==> config.mk <==
export PLATFORM = sky130hd
export DESIGN_NAME = logicunit_serializer
export DESIGN_NICKNAME = d
export VERILOG_FILES = /design/src/rtl/logicunit_serializer.sv
export SDC_FILE = /design/constraint.sdc
export NUM_CORES = 1
export LEC_CHECK = 0
export ABC_AREA = 0
export ABC_CLOCK_PERIOD_IN_PS = 3700
export BUFFER_PORTS_ARGS = -buffer_cell sky130_fd_sc_hd__buf_2
export CAP_MARGIN = 30
export CORE_ASPECT_RATIO = 1.2
export CORE_MARGIN = 8
export CORE_UTILIZATION = 45
export DETAILED_ROUTE_END_ITERATION = 16
export PLACE_DENSITY = 0.68
export SLEW_MARGIN = 20
export SYNTH_ARGS = -nofsm -noshare
export SYNTH_HDL_FRONTEND = slang
export SYNTH_SLANG_ARGS = --single-unit
==> constraint.sdc <==
create_clock -name clock -period 3.7 [get_ports clock]
set_input_delay 0.37 -clock clock [delete_from_list [all_inputs] [get_ports clock]]
set_output_delay 0.37 -clock clock [all_outputs]
set_load 0.05 [all_outputs]
==> src/rtl/logicunit_serializer.sv <==
// Bit-serial wrapper around a 1-bit logic unit (0 AND, 1 OR, 2 NOR, 3 XOR), LSB first.
// Optional zero flag output enabled by defining LOGICSER_ZERO_FLAG_EN.
module logicunit_serializer #(
    parameter int unsigned W = 32
) (
    input  logic         clock,
    input  logic         reset_n,
    input  logic         in_valid,
    output logic         in_ready,
    input  logic [W-1:0] A,
    input  logic [W-1:0] B,
    input  logic [1:0]   control,
    output logic         out_valid,
    input  logic         out_ready,
    output logic [W-1:0] out
`ifdef LOGICSER_ZERO_FLAG_EN
    ,
    output logic         zero
`endif
);

    localparam int unsigned CntW = $clog2(W);
    localparam logic [CntW-1:0] CntLast = CntW'(W - 1);

    typedef enum logic [1:0] {StIdle, StShift, StDone} state_e;

    state_e          state_q, state_d;
    logic [W-1:0]    sa_q, sa_d;
    logic [W-1:0]    sb_q, sb_d;
    logic [W-1:0]    res_q, res_d;
    logic [1:0]      op_q, op_d;
    logic [CntW-1:0] cnt_q, cnt_d;
    logic            lu_out;

    // Single-bit logic unit evaluated on the current LSBs.
    always_comb begin
        lu_out = 1'b0;
        unique case (op_q)
            2'd0: lu_out = sa_q[0] & sb_q[0];
            2'd1: lu_out = sa_q[0] | sb_q[0];
            2'd2: lu_out = ~(sa_q[0] | sb_q[0]);
            2'd3: lu_out = sa_q[0] ^ sb_q[0];
            default: lu_out = 1'b0;
        endcase
    end

    always_comb begin
        state_d = state_q;
        sa_d    = sa_q;
        sb_d    = sb_q;
        res_d   = res_q;
        op_d    = op_q;
        cnt_d   = cnt_q;
        unique case (state_q)
            StIdle: begin
                if (in_valid) begin
                    sa_d    = A;
                    sb_d    = B;
                    op_d    = control;
                    cnt_d   = '0;
                    res_d   = '0;
                    state_d = StShift;
                end
            end
            StShift: begin
                res_d = {lu_out, res_q[W-1:1]};
                sa_d  = sa_q >> 1;
                sb_d  = sb_q >> 1;
                // Hold the counter on the final bit so it never wraps.
                if (cnt_q == CntLast) begin
                    state_d = StDone;
                end else begin
                    cnt_d = cnt_q + 1'b1;
                end
            end
            StDone: begin
                if (out_ready) begin
                    state_d = StIdle;
                end
            end
            default: state_d = StIdle;
        endcase
    end

    always_ff @(posedge clock or negedge reset_n) begin
        if (!reset_n) begin
            state_q <= StIdle;
            sa_q    <= '0;
            sb_q    <= '0;
            res_q   <= '0;
            op_q    <= 2'd0;
            cnt_q   <= '0;
        end else begin
            state_q <= state_d;
            sa_q    <= sa_d;
            sb_q    <= sb_d;
            res_q   <= res_d;
            op_q    <= op_d;
            cnt_q   <= cnt_d;
        end
    end

    assign in_ready  = (state_q == StIdle);
    assign out_valid = (state_q == StDone);
    assign out       = res_q;

`ifdef LOGICSER_ZERO_FLAG_EN
    logic zero_q;

    // Tracks res exactly, so it is 1 at reset and after the clear at accept.
    always_ff @(posedge clock or negedge reset_n) begin
        if (!reset_n) begin
            zero_q <= 1'b1;
        end else begin
            zero_q <= (res_d == '0);
        end
    end

    assign zero = zero_q;
`endif

endmodule

==> results of run 1 <==
logic make-up after synthesis:
| kind of cell | after synthesis | share of synthesized area |
|---|---|---|
| adder cells (fa/ha/maj) | 4 | 0.01085 |
| multiplexers | 68 | 0.1487 |
| flip-flops | 105 | 0.5697 |
| AND/OR/NAND/NOR | 84 | 0.07786 |
| AO/OA/AOI/OAI | 103 | 0.1435 |
| buffers and inverters | 37 | 0.04938 |
per-stage QoR:
stage	hold slack [ns]	setup slack (ns)
3_3_place_gp	0.4603	1.755
2_1_floorplan	0.07441	1.955
4_1_cts	0.02527	1.686
6_report	0.01597	1.677
3_5_place_dp	0.4059	1.682
5_1_grt	0.04754	1.438
layer usage:
metal,vias up,GRT usage,share of wire
met5,-,0,0.00084
met4,2,0.05811,0.016
met3,15,0.05319,0.082
met2,81,0.2212,0.45
met1,1507,0.1919,0.46
li1,1580,-,-
flip-flops by register name (all words and copies together) (netlist names):
register  flops
cnt_q         5
op_q          2
out          32
sa_q         32
sb_q         32
state_q       2
placed cells by master, fill, tap and decap left out, types with 2 or more instances in the layout:
master,n
a22o_1,34
buf_12,2
buf_2,102
buf_4,3
bufinv_16,2
clkbuf_16,9
clkinv_4,2
dfrtp_1,105
ha_1,4
inv_1,7
inv_6,2
mux2_2,4
mux2i_1,64
nand2_1,68
nand2b_1,4
nand3_1,3
nor2_1,2
nor2b_1,2
o21ai_0,57
o21ai_1,7
area by class of cell:
type | count | share of cell area
clock buffers | 9 | 0.04094
well taps | 126 | 0.02866
clock inverters | 7 | 0.01819
multi-input cells | 259 | 0.3207
flip-flops and latches | 105 | 0.4776
repair buffers | 108 | 0.1092
inverters | 7 | 0.004776
critical path: stages (launching register included):
cell and delay (ns):
dfrtp_1 0.52, o21bai_4 0.69, buf_12 0.42, o21ai_0 0.18
power groups by stage:
stage	registers [mW]	logic [mW]	clock network, mW
after floorplan	2.36	1.26	0
after CTS	1.99	2.05	1.06
final	1.98	2.01	1.04
after global routing	2.05	2.23	1.10
after global placement	1.98	1.98	0
after detailed placement	2.01	2.05	0
worst paths after layout:
kind / startpoint / endpoint / slack [ns]
setup / recovery: state_q[0]$_DFFE_PN0P_ / sa_q[6]$_DFFE_PN0P_ / 1.68
min in group clock: control[0] / op_q[0]$_DFFE_PN0P_ / 0.25
hold / removal: reset_n / out[20]$_DFFE_PN0P_ / 0.02
setup reg to reg: state_q[0]$_DFFE_PN0P_ / sa_q[6]$_DFFE_PN0P_ / 1.68
max in group asynchronous: reset_n / sb_q[7]$_DFFE_PN0P_ / 2.77
hold reg to reg: sa_q[4]$_DFFE_PN0P_ / sa_q[4]$_DFFE_PN0P_ / 0.48
==> flow_summary.toml, run 1 <==
[critical_path]
critPathRequiredTime_ns = 3.91
ff2ff_path_depth = 3
cp_max_fo = 119
cp-start-kind = "register"
worstPathArrival_ns = 2.23
worstSetupEndpointType = "register"
crit_type = "register to register"

[synth]
syn_area_per_cell_um2 = 11.50
ys_seq_elements = 105
ys_async_sr_fraction = 1.000
synthDistinctLibCells = 28
ys_seq_area_frac = 0.5697
syn-num-nets = 475
synth.most_common_cell = "dfrtp_1"
synthFlopType = "dfrtp_1"
yosysTopAreaCell = "dfrtp_1"
yosys-top-cells-area = "dfrtp_1 (57%), mux2i_1 (14%), a22o_1 (6.5%)"
synth_common_cells = "dfrtp_1 (105), nand2_1 (68), mux2i_1 (64), o21ai_0 (57), a22o_1 (34)"
ys.warnings.count = 0
syn_inst = 401
synth_edf_count = 0
syn_area_mm2 = 0.004612
synth.top_cell.area_share = 0.5697

[final_layout]
antenna_cells = 0
final_cell_count_no_fill = 621
drive_above_1_share = 0.2646
final_util = 0.5496
fin_nets = 564
multi_input_area_mm2 = 0.001764
finalInstanceArea_mm2 = 0.005502
seq_area_mm2 = 0.002628
synthToLayoutAreaGrowth_pct = 19.29
num-fill-cells = 886

[die]
dieArea_mm2 = 0.01376
row_count = 40
start_util = 0.4607
fp.coreArea_mm2 = 0.01001
die_y_um = 126.9
ios = 104
die_w_um = 108.4

[pwr]
p_total_mw = 5.028
power_frac_clock = 0.206
p_per_area_mw_per_mm2 = 914.0
p_comb_frac = 0.399
switching_share = 0.3987
total_leakage_power_nw = 2.973
cell_internal_pwr_mw = 3.024
p_switching_mw = 2.005
p_seq_frac = 0.395
vdd_drop_max_uv = 345.9

[sta]
clock-skew-final_ns = 0.01074
finalSetupViolations = 0
finalHoldViolCount = 0
min_period_ns = 2.023
timing.setup.tns_ns = 0
max_freq_mhz = 494.2
relSlewSlack = 0.4811
fin_crit_sh = 0.5468
grt_setup_unrepaired = "no"
slew_violations = 0
tightest_slew_ns = 0.7763

[route]
via_per_inst = 5.129
vias = 3185
wl_per_cell_um = 15.36
drc = 0
ant_nets = 0
detail_route.first_pass.iterations = 4
initialDrtViolationCount = 123
drt-total-wl_um = 9541

[clocking]
clk_pin_slew_worst_paths_ns = 0.08
cts_buffer_depth = 2
cts-htree-levels = 3
root_buffer = "clkbuf_16"
postCtsHoldBufs = 0
cts_setup_buffers = 0
numCtsBuffers = 9
ctsResizeCount = 0
cts_sinks = 105
cts_tree = "built"
clk_latency_ns = 0.35

[global_route]
grt_max_degree = 120
overflow = 0
track_usage = 0.1486
grt_pass1_vias = 3366
grt_pass1_wl_um = 16320
antenna_found_initial = 1

[placement]
io_buffer_count = 103
hpwl_um = 6653
place_congestion = 0.7420
dpl_cell_area_mm2 = 0.005176
dp.cells = 605

[run_status]
outcome = "finished clean"

[job]
cap_viol_max_count = 0

[worst_hold_path]
holdCritPathClass = "input port to asynchronous set/reset pin"
(Power assumes the default switching activity.)
==> inputs of run 2 (changes only) <==
- ABC_CLOCK_PERIOD_IN_PS: 3700 -> 2100
- clock period: 3.7 -> 2.1 ns (I/O delays scaled with it)
==> run 2 against run 1 <==
  * Combinational power grew 80%
  * Final cell count is 0.64% higher
  * Clock-buffer cell count is 3 higher
  * Critical endpoint is now cnt_q[3]$_DFFE_PN0P_
  * Clock skew down 0.0035 ns
  * Non-clock buffer count increased by 4
  * Global-route usage is 0.24 points lower
==> flow_summary.toml, run 2 (synthesized netlist as in run 1, its figures left out) <==
[global_route]
grt_max_degree = 90
track_usage = 0.1462
overflow = 0
antenna_found_initial = 1
grt_pass1_wl_um = 16320
grt_pass1_vias = 3416

[sta]
finalHoldViolCount = 0
finalSetupViolations = 0
slew_violations = 0
tightest_slew_ns = 0.4821
max_freq_mhz = 537.5
fin_crit_sh = 0.8859
relSlewSlack = 0.6786
timing.setup.tns_ns = 0
grt_setup_unrepaired = "no"
clock-skew-final_ns = 0.007259
min_period_ns = 1.860

[final_layout]
antenna_cells = 0
finalInstanceArea_mm2 = 0.005513
layout_common_cells = "dfrtp_1 (105), buf_2 (102), nand2_1 (68)"
synthToLayoutAreaGrowth_pct = 19.53
final_common_cell = "dfrtp_1"
drive_above_1_share = 0.2645
fin_nets = 568

[die]
ios = 104
row_count = 40
start_util = 0.4607
fp.coreArea_mm2 = 0.01001
die_y_um = 126.9
die_w_um = 108.4
dieArea_mm2 = 0.01376

[route]
drt-total-wl_um = 9440
ant_nets = 0
drc = 0
initialDrtViolationCount = 100
wl_per_cell_um = 15.10
detail_route.first_pass.iterations = 4
vias = 3225
via_per_inst = 5.160

[pwr]
vdd_drop_max_uv = 714.8
p_switching_mw = 3.462
p_per_area_mw_per_mm2 = 1583
p_seq_frac = 0.396
power_frac_clock = 0.190
cell_internal_pwr_mw = 5.268
switching_share = 0.3966
p_comb_frac = 0.414
total_leakage_power_nw = 2.977

[clocking]
clk_latency_ns = 0.33
cts_setup_buffers = 0
cts-htree-levels = 3
cts_buffer_depth = 2
cts_sinks = 105
cts_tree = "built"
root_buffer = "clkbuf_16"
numCtsBuffers = 9
clk_pin_slew_worst_paths_ns = 0.07

[worst_hold_path]
min_from = "control[0]"
holdCritPathClass = "input port to register"
whs_endpoint = "op_q[0]$_DFFE_PN0P_"
hold_depth = 2

[placement]
dpl_cell_area_mm2 = 0.005204
hpwl_um = 6774
io_buffer_count = 103
place_congestion = 0.7364

[critical_path]
worstSetupEndpointType = "register"
worstPathArrival_ns = 2.14
cp-start-kind = "register"
r2r-end = "cnt_q[3]$_DFFE_PN0P_"
ff2ff_path_depth = 6
rrSetupSlack_ns = 0.24
critPathRequiredTime_ns = 2.38
crit_type = "register to register"
cp_max_fo = 5
r2r_start = "cnt_q[0]$_DFFE_PN0P_"

[run_status]
outcome = "finished clean"

[job]
cap_viol_max_count = 0
[run 2: timing repair]
item / in CTS / in global routing
gates resized for setup: 0 / 0
hold endpoints to repair: 34 / 0
setup endpoints to repair: 0 / 0
hold buffers: 1 / 0
[run 2: layout make-up]
cell class,instances,area [µm²]
inverter,7,26.28
multi-input combinational,259,1764
clock buffer,12,246.5
clock inverter,4,52.55
timing repair buffer,112,638.1
sequential,105,2628
fill,883,4497
tap,126,157.7
[run 2: worst max-delay path by stage]
stage | from | end | cells after the start | slack, ns
after floorplan | cnt_q[0]$_DFFE_PN0P_ | cnt_q[3]$_DFFE_PN0P_ | 6 | 0.36
after global placement | cnt_q[0]$_DFFE_PN0P_ | cnt_q[3]$_DFFE_PN0P_ | 6 | 0.32
after detailed placement | cnt_q[0]$_DFFE_PN0P_ | cnt_q[3]$_DFFE_PN0P_ | 6 | 0.24
after CTS | cnt_q[0]$_DFFE_PN0P_ | cnt_q[3]$_DFFE_PN0P_ | 6 | 0.24
after global routing | cnt_q[0]$_DFFE_PN0P_ | cnt_q[3]$_DFFE_PN0P_ | 6 | 0.15
final | cnt_q[0]$_DFFE_PN0P_ | cnt_q[3]$_DFFE_PN0P_ | 6 | 0.24
[run 2: power by group through the flow]
stage	Clock, mW	Sequential (mW)	Combinational, mW
CTS	1.72	3.47	3.68
global placement	0	3.45	3.57
global route	1.81	3.58	4.01
floorplan	0	4.17	2.22
detailed placement	0	3.50	3.69
finish	1.66	3.46	3.61
[run 2: critical path, cell delays in order (launching register included)]
cell and delay, ns:
dfrtp_1 0.41, ha_1 0.22, and3_1 0.19, ha_1 0.22, nand4b_1 0.20, or4b_1 0.47
nand3_1 0.09
[run 2: metal layers]
layer | routed length [µm] | vias up | part of all wire | track usage
met2 | 4417 | 99 | 0.47 | 0.2277
met4 | 109 | 2 | 0.012 | 0.05085
met3 | 767 | 10 | 0.081 | 0.04711
met1 | 4137 | 1520 | 0.44 | 0.1856
met5 | 8 | - | 0.00085 | 0
li1 | - | 1594 | - | -
[run 2: per-stage QoR]
stage                     hold slack [ns]  cells  setup WS [ns]    util  power (mW)
after detailed placement           0.2111    608         0.2427  0.5199       7.185
after global placement             0.2046    608         0.3156  0.5199       7.026
after global routing               0.1063    625         0.1511  0.5508       9.387
after floorplan                  -0.08559    401         0.3553       -       6.384
after CTS                         0.09267    625         0.2371  0.5508       8.872
final                              0.1105    625         0.2395  0.5508       8.729
